$ cat src/rtl/qpsk_pkg.sv
// Shared QPSK types and the Gray-coded dibit-to-constellation mapping.
package qpsk_pkg;

  localparam int unsigned SAMPLE_W = 16;
  localparam int unsigned AXIS_W   = 32;

  typedef struct packed {
    logic signed [SAMPLE_W-1:0] i;
    logic signed [SAMPLE_W-1:0] q;
  } iq_t;

  localparam logic signed [SAMPLE_W-1:0] QPSK_AMP_DEFAULT = 16'sd23170;

  // b1 selects the sign of I, b0 the sign of Q; -amp is the exact two's complement
  function automatic iq_t qpsk_map(input logic [1:0] dibit,
                                   input logic signed [SAMPLE_W-1:0] amp);
    iq_t s;
    s.i = dibit[1] ? SAMPLE_W'(-amp) : amp;
    s.q = dibit[0] ? SAMPLE_W'(-amp) : amp;
    return s;
  endfunction

endpackage

$ cat src/rtl/qpsk_symbol_mapper_if.sv
// Stream channel carrying 32-bit items with valid/ready/last handshake.
interface qpsk_symbol_mapper_if;
  import qpsk_pkg::*;

  logic [AXIS_W-1:0] tdata;
  logic              tlast;
  logic              tvalid;
  logic              tready;

  modport master (output tdata, output tlast, output tvalid, input tready);
  modport slave  (input tdata, input tlast, input tvalid, output tready);

endinterface

$ cat src/rtl/qpsk_symbol_mapper.sv
// QPSK mapper: each accepted dibit becomes N repeated {I,Q} samples, with
// the symbol's tlast marked only on its final repeat.
module qpsk_symbol_mapper
  import qpsk_pkg::*;
#(
  parameter int unsigned                N   = 4,
  parameter logic signed [SAMPLE_W-1:0] AMP = QPSK_AMP_DEFAULT
) (
  input  logic                 ce_clk,
  input  logic                 ce_rst_n,
  qpsk_symbol_mapper_if.slave  s_axis,
  qpsk_symbol_mapper_if.master m_axis
);

  localparam int unsigned    PW         = (N > 1) ? $clog2(N) : 1;
  localparam logic [PW-1:0]  LAST_PHASE = PW'(N - 1);

  localparam logic [0:0] IDLE = 1'b0;
  localparam logic [0:0] EMIT = 1'b1;

  logic [0:0]    state_q, state_d;
  logic [PW-1:0] phase_q, phase_d;
  iq_t           data_q, data_d;
  logic          sym_last_q, sym_last_d;
  logic          tlast_q, tlast_d;
  logic          rst_done_q;

  logic last_phase_c;
  logic s_ready_c;
  logic s_fire_c;
  logic m_fire_c;
  logic unused_tdata_c;

  assign last_phase_c = (phase_q == LAST_PHASE);
  // Input opens only when idle or when the final repeat leaves this cycle
  assign s_ready_c = rst_done_q &
                     ((state_q == IDLE) |
                      ((state_q == EMIT) & m_axis.tready & last_phase_c));
  assign s_fire_c  = s_axis.tvalid & s_ready_c;
  assign m_fire_c  = (state_q == EMIT) & m_axis.tready;

  assign unused_tdata_c = ^s_axis.tdata[AXIS_W-1:2];

  // Holds input ready low until the first clock edge after reset release
  always_ff @(posedge ce_clk or negedge ce_rst_n) begin
    if (!ce_rst_n) rst_done_q <= 1'b0;
    else           rst_done_q <= 1'b1;
  end

  always_ff @(posedge ce_clk or negedge ce_rst_n) begin
    if (!ce_rst_n) begin
      state_q    <= IDLE;
      phase_q    <= '0;
      data_q     <= '0;
      sym_last_q <= 1'b0;
      tlast_q    <= 1'b0;
    end else begin
      state_q    <= state_d;
      phase_q    <= phase_d;
      data_q     <= data_d;
      sym_last_q <= sym_last_d;
      tlast_q    <= tlast_d;
    end
  end

  always_comb begin
    state_d    = state_q;
    phase_d    = phase_q;
    data_d     = data_q;
    sym_last_d = sym_last_q;

    case (state_q)
      IDLE: begin
        if (s_fire_c) state_d = EMIT;
      end
      EMIT: begin
        if (m_fire_c) begin
          if (!last_phase_c) begin
            phase_d = phase_q + PW'(1);
          end else if (!s_fire_c) begin
            state_d    = IDLE;
            phase_d    = '0;
            sym_last_d = 1'b0;
          end
        end
      end
      default: state_d = IDLE;
    endcase

    // A new symbol can only be accepted from IDLE or on the final repeat
    if (s_fire_c) begin
      state_d    = EMIT;
      phase_d    = '0;
      data_d     = qpsk_map(s_axis.tdata[1:0], AMP);
      sym_last_d = s_axis.tlast;
    end

    tlast_d = sym_last_d & (state_d == EMIT) & (phase_d == LAST_PHASE);
  end

  assign s_axis.tready = s_ready_c;
  assign m_axis.tvalid = (state_q == EMIT);
  assign m_axis.tdata  = data_q;
  assign m_axis.tlast  = tlast_q;

endmodule

$ cat src/flat_wrapper.sv
// flat-port wrapper written by rule: the top's interface ports become plain ports
module qpsk_symbol_mapper_flat import qpsk_pkg::*;
#(
  parameter int unsigned                N   = 4,
  parameter logic signed [SAMPLE_W-1:0] AMP = QPSK_AMP_DEFAULT
)
  (ce_clk, ce_rst_n, s_axis_tdata, s_axis_tlast, s_axis_tvalid, s_axis_tready, m_axis_tdata, m_axis_tlast, m_axis_tvalid, m_axis_tready);
  qpsk_symbol_mapper_if s_axis_i ();
  qpsk_symbol_mapper_if m_axis_i ();
  input  logic ce_clk;
  input  logic ce_rst_n;
  input wire logic [$bits(s_axis_i.tdata)-1:0] s_axis_tdata;
  input wire logic [$bits(s_axis_i.tlast)-1:0] s_axis_tlast;
  input wire logic [$bits(s_axis_i.tvalid)-1:0] s_axis_tvalid;
  output wire logic [$bits(s_axis_i.tready)-1:0] s_axis_tready;
  output wire logic [$bits(m_axis_i.tdata)-1:0] m_axis_tdata;
  output wire logic [$bits(m_axis_i.tlast)-1:0] m_axis_tlast;
  output wire logic [$bits(m_axis_i.tvalid)-1:0] m_axis_tvalid;
  input wire logic [$bits(m_axis_i.tready)-1:0] m_axis_tready;
  assign s_axis_i.tdata = s_axis_tdata;
  assign s_axis_i.tlast = s_axis_tlast;
  assign s_axis_i.tvalid = s_axis_tvalid;
  assign s_axis_tready = s_axis_i.tready;
  assign m_axis_tdata = m_axis_i.tdata;
  assign m_axis_tlast = m_axis_i.tlast;
  assign m_axis_tvalid = m_axis_i.tvalid;
  assign m_axis_i.tready = m_axis_tready;
  qpsk_symbol_mapper #(.N(N), .AMP(AMP)) u_core (.ce_clk(ce_clk), .ce_rst_n(ce_rst_n), .s_axis(s_axis_i), .m_axis(m_axis_i));
endmodule
$ cat config.mk
export PLATFORM = sky130hd
export DESIGN_NAME = qpsk_symbol_mapper_flat
export DESIGN_NICKNAME = d
export VERILOG_FILES = /design/src/rtl/qpsk_pkg.sv /design/src/rtl/qpsk_symbol_mapper_if.sv /design/src/rtl/qpsk_symbol_mapper.sv /design/src/flat_wrapper.sv
export SDC_FILE = /design/constraint.sdc
export NUM_CORES = 1
export LEC_CHECK = 0
export CORE_MARGIN = 10
export CORE_UTILIZATION = 28
export DETAILED_ROUTE_END_ITERATION = 12
export PLACE_DENSITY = 0.84
export SKIP_CTS_REPAIR_TIMING = 1
export SLEW_MARGIN = 40
export SYNTH_ARGS = -nofsm -noshare
export SYNTH_HDL_FRONTEND = slang
export SYNTH_SLANG_ARGS = --single-unit
$ cat constraint.sdc
create_clock -name ce_clk -period 1.9 [get_ports ce_clk]
set_input_delay 0.285 -clock ce_clk [delete_from_list [all_inputs] [get_ports ce_clk]]
set_output_delay 0.285 -clock ce_clk [all_outputs]
set_load 0.02 [all_outputs]
# ---- After elaboration in Yosys (flattened, before gate mapping)
# Index checks and enable logic that the tools add are counted.
dict set report word_totals {
  ff_bits 38
  latchBits 0
  mem_bits_rw 0
  rom_bits 0
  out_inout_bits 35
  elab_cells 32
  n_memories 0
}
dict set report op_classes {
  n_addsub 1
  multipliers 0
  div 0
  n_lt_le_gt_ge 0
  eq_ne 2
  n_shift 0
  muxes 14
  bitwise_logic 8
  reduce_logical 0
}
# op count
set op_table {}
lappend op_table {{$mux W16} 2}
lappend op_table {{$mux W2} 4}
lappend op_table {{$mux W1} 7}
lappend op_table {{$and A1 B1 Y1} 6}
lappend op_table {{$eq A2 B2 Y1 const B} 2}
lappend op_table {{$add A2 B1 Y2 const B} 1}
lappend op_table {{$pmux W1 S2} 1}
lappend op_table {{$not A1 Y1} 1}
lappend op_table {{$or A1 B1 Y1} 1}

# ---- Longest topological paths before layout
dict set report logic_depth {
  word_depth 8
  mapped_depth 4
  mapped_depth_nobuf 4
}

# ---- Least setup slack after synthesis
# OpenSTA, ideal clock, no wires.
dict set report synth_path {
  path_kind {register to register}
  start {register u_core.phase_q[0]}
  end {register u_core.data_q (netlist bit u_core.m_axis.tdata[13])}
  t_arrival_ps 1243
  required_time_ps 1772
  slack_ps 530
  path_stages_with_launch 5
  path_buffers 0
  synth_period_minus_slack_ps 1370
  cell_sequence {dfrtp_1 -> ha_1 -> a21boi_2 -> nor2_1 -> mux2_1}
}
dict set report synth_between {
  elab_chain_cells 5
}
# item line_no
set synth_rtl {}
lappend synth_rtl {{from (decl)} qpsk_symbol_mapper.sv:22} ;# logic [PW-1:0] phase_q, phase_d;
lappend synth_rtl {{from (signal assigned)} qpsk_symbol_mapper.sv:59} ;# phase_q <= phase_d;
lappend synth_rtl {{$eq A2 B2 Y1} qpsk_symbol_mapper.sv:34} ;# assign last_phase_c = (phase_q == LAST_PHASE);
lappend synth_rtl {{$and A1 B1 Y1} qpsk_symbol_mapper.sv:38} ;# ((state_q == EMIT) & m_axis.tready & last_phase_c));
lappend synth_rtl {{$or A1 B1 Y1} qpsk_symbol_mapper.sv:37} ;# ((state_q == IDLE) |
lappend synth_rtl {{$and A1 B1 Y1} qpsk_symbol_mapper.sv:36} ;# assign s_ready_c = rst_done_q &
lappend synth_rtl {{$and A1 B1 Y1} qpsk_symbol_mapper.sv:39} ;# assign s_fire_c = s_axis.tvalid & s_ready_c;
lappend synth_rtl {{to (signal assigned)} qpsk_symbol_mapper.sv:60} ;# data_q <= data_d;
lappend synth_rtl {{to (decl)} qpsk_symbol_mapper.sv:23} ;# iq_t data_q, data_d;
# Every way passes these cells.
# A chain may end at the register's enable or synchronous reset.

# ---- Worst setup path in the final report
dict set report layout_path {
  start {register u_core.phase_q[0]}
  end {output s_axis_tready}
}
dict set report layout_between {
  elab_chain_cells 4
}
# item line_no
set layout_rtl {}
lappend layout_rtl {{$eq A2 B2 Y1} qpsk_symbol_mapper.sv:34}
lappend layout_rtl {{$and A1 B1 Y1} qpsk_symbol_mapper.sv:38}
lappend layout_rtl {{$or A1 B1 Y1} qpsk_symbol_mapper.sv:37}
lappend layout_rtl {{$and A1 B1 Y1} qpsk_symbol_mapper.sv:36}
lappend layout_rtl {{to (decl)} flat_wrapper.sv:15} ;# output wire logic [$bits(s_axis_i.tready)-1:0] s_axis_tready;
# Every way passes these cells.

==> impl_metrics.py <==
metrics = {
    "placement": {
        "place_ws_ns": -0.0156,
        "io_buffers": 39,
        "placed_cell_area_um2": 948,
        "hpwlAfterDp_um": 1450,
        "gp_congestion": 0.714,
        "dp.cells": 114,
    },
    "timing": {
        "rsz0062_at_grt": "false",
        "slew_violations": 0,
        "min_period_over_period": 0.906,
        "fin_skew_ns": 0.00573,
        "finalCriticalPeriod_ns": 1.72,
        "fmax_mhz": 581,
        "setup_viol": 0,
        "fin_ws_ns": 0.179,
        "hold_viol": 0,
        "holdWs_ns": 0.344,
    },
    "synth": {
        "synth_area_leaders": "dfrtp_1 (40%), buf_4 (29%), mux2_1 (3.3%)",
        "synth.most_common_cell": "buf_4",
        "synthXorXnorAreaFrac": 0,
        "synthSimpleGateAreaFrac": 0.123,
        "synth_edf_count": 0,
        "ys_ff_latch": 11,
        "synth_top_family_by_area": "buffers and inverters",
        "async_flop_share": 1.00,
        "syn_inst": 69,
        "synth_top_area_share": 0.398,
        "synth_seq_area_share": 0.398,
        "yosysWarnings": 0,
        "synth_top_area_cell": "dfrtp_1",
        "synth_common_cells": "buf_4 (27), dfrtp_1 (11), nand2_1 (6)",
        "synth_ff_type": "dfrtp_1",
        "synthMuxAreaShare": 0.0325,
        "post_synth.cell_area_avg_um2": 10.0,
        "synth-compound-area-share": 0.125,
        "synth_cell_types": 21,
        "synth-adder-area-share": 0.0181,
        "syn_area_um2": 692,
    },
    "floorplan": {
        "start_util": 0.304,
        "die_h_um": 69.7,
        "core_um2": 2280,
        "die_w_um": 69.7,
        "dieArea_um2": 4860,
        "rows": 17,
        "ios": 72,
    },
    "power_and_ir_drop": {
        "p_int_w": 0.00108,
        "clockPowerShare": 0.080,
        "swShare": 0.450,
        "p_sw_w": 0.000887,
        "power_frac_seq": 0.226,
        "pwr-share-comb": 0.695,
        "power_density_nw_per_um2": 2020,
        "ir_drop_uv": 1070,
        "power.leakage_nw": 0.423,
    },
    "final_layout": {
        "final_area_um2": 977,
        "antenna_cells": 0,
        "drive_gt1_frac": 0.156,
        "multiInputGateArea_um2": 218,
        "fin_cells": 118,
        "final_nets": 129,
        "area_growth_pct": 41.2,
        "seqCellArea_um2": 275,
        "n_fill_cell": 235,
    },
    "clocking": {
        "clock_latency_ns": 0.27,
        "h-tree-depth": 1,
        "clock-sinks": 11,
        "cts_buffers": 3,
        "cts-root-buf": "clkbuf_4",
        "clk_path_buf_depth": 2,
        "cts_tree": "built",
        "cts.clk_slew.worst_paths_ns": 0.07,
    },
    "grt": {
        "antenna_found_initial": 0,
        "grt_pass1_vias": 540,
        "overflow": 0,
        "track_usage": 0.0695,
        "grt_start_max_net_pins": 12,
        "grt_pass1_wl_um": 2790,
    },
    "setup_path": {
        "critical_path_class": "register to output pin",
        "slowest_delay_ns": 0.41,
        "cp.arrival_ns": 1.44,
        "cp_slowest_cell": "dfrtp_1",
        "required_ns": 1.62,
        "crit_path_cell_trace": "ha_1 -> a21bo_2 -> and2_1 -> dlymetal6s2s_1",
        "crit_path_max_fanout": 3,
        "start_kind": "register",
        "worstSetupEndpointType": "output pin",
    },
    "detailed_routing": {
        "wl_per_cell_um": 14.5,
        "drc": 0,
        "dr.first_iter.drc_count": 7,
        "wl_um": 1710,
        "dr_total_vias": 505,
        "dr.pass1.iters": 3,
        "vias_per_cell": 4.28,
        "antenna_left": 0,
    },
    "run_status": {
        "status": "finished, final reports clean",
    },
    "worst_hold_path": {
        "hold_path_class": "primary input to asynchronous set/reset pin",
    },
    "job": {
        "maxCapViolCount": 0,
    },
}
## state kept, by name (all words and copies together) (netlist names)
| name | count |
|---|---|
| u_core.sym_last_q | 1 |
| u_core.rst_done_q | 1 |
| u_core.m_axis.tlast | 1 |
| u_core.m_axis.tdata | 5 |
| u_core.phase_q | 2 |
| u_core.m_axis.tvalid | 1 |
## cell usage in the layout, fill, tap and decap left out, types with 2 or more instances in the layout
cell type / Yosys / routed
buf_4: 27 / 4
clkdlybuf4s50_1: 0 / 38
o21ai_0: 3 / 3
o31ai_1: 2 / 2
o211ai_1: 2 / 2
nand2_1: 6 / 6
nand3_1: 2 / 2
clkbuf_4: 0 / 3
mux2_1: 2 / 2
dfrtp_1: 11 / 11
conb_1: 2 / 3
## area by class of cell
cell class / count / area share
tap: 28 / 0.0359
multi-input combinational: 32 / 0.223
clock buffer: 4 / 0.0269
timing repair buffer: 43 / 0.433
sequential: 11 / 0.282
## logic make-up after synthesis
group / Yosys count
buffers and inverters: 27
AND/OR/NAND/NOR: 15
AO/OA/AOI/OAI: 11
flip-flops: 11
multiplexers: 2
other: 2
adder cells (fa/ha/maj): 1
## power by group through the flow
stage	clock, W	combinational (W)	sequential [W]
4_1_cts	0.000162	0.00140	0.000447
3_5_place_dp	0	0.00139	0.000452
5_1_grt	0.000174	0.00144	0.000478
2_1_floorplan	0	0.000924	0.000504
6_report	0.000157	0.00137	0.000444
3_3_place_gp	0	0.00137	0.000437
## layer usage
layer	GRT usage	routed length, µm	up-vias
li1	-	-	245
met1	0.0597	558	235
met2	0.127	966	25
met3	0.0471	182	0
met4	0.0196	0	0
met5	0	0	-
## worst max-delay path, delay by kind of cell, from the launching register on
| kind | cells | cell delay, ns |
|---|---|---|
| fa+ha+maj | 1 | 0.22 |
| buf+inv | 1 | 0.20 |
| flops | 1 | 0.41 |
| compound gates | 1 | 0.20 |
| simple gates | 1 | 0.15 |
## worst paths after layout
kind                                                    start                                   to  slack, ns  cells past startpoint
max                               u_core.phase_q[0]$_DFF_PN0_                        s_axis_tready       0.18                      4
min                                                  ce_rst_n  u_core.m_axis.tdata[29]$_DFFE_PN0P_       0.34                      1
min in group ce_clk        u_core.m_axis.tdata[1]$_DFFE_PN0P_   u_core.m_axis.tdata[1]$_DFFE_PN0P_       0.49                      1
max in group asynchronous                            ce_rst_n  u_core.m_axis.tdata[30]$_DFFE_PN0P_       1.22                      1
min reg2reg                u_core.m_axis.tdata[1]$_DFFE_PN0P_   u_core.m_axis.tdata[1]$_DFFE_PN0P_       0.49                      1
max reg2reg                       u_core.phase_q[0]$_DFF_PN0_  u_core.m_axis.tdata[29]$_DFFE_PN0P_       0.29                      5
## per-stage QoR
stage | utilization | power (W) | TNS (ns)
after floorplan | - | 0.00143 | 0
after global placement | 0.417 | 0.00180 | -0.0197
after detailed placement | 0.417 | 0.00184 | -0.0156
after CTS | 0.428 | 0.00200 | -0.175
after global routing | 0.429 | 0.00209 | 0
final | 0.429 | 0.00197 | 0
Note: power is estimated with default switching activity, not from simulation.
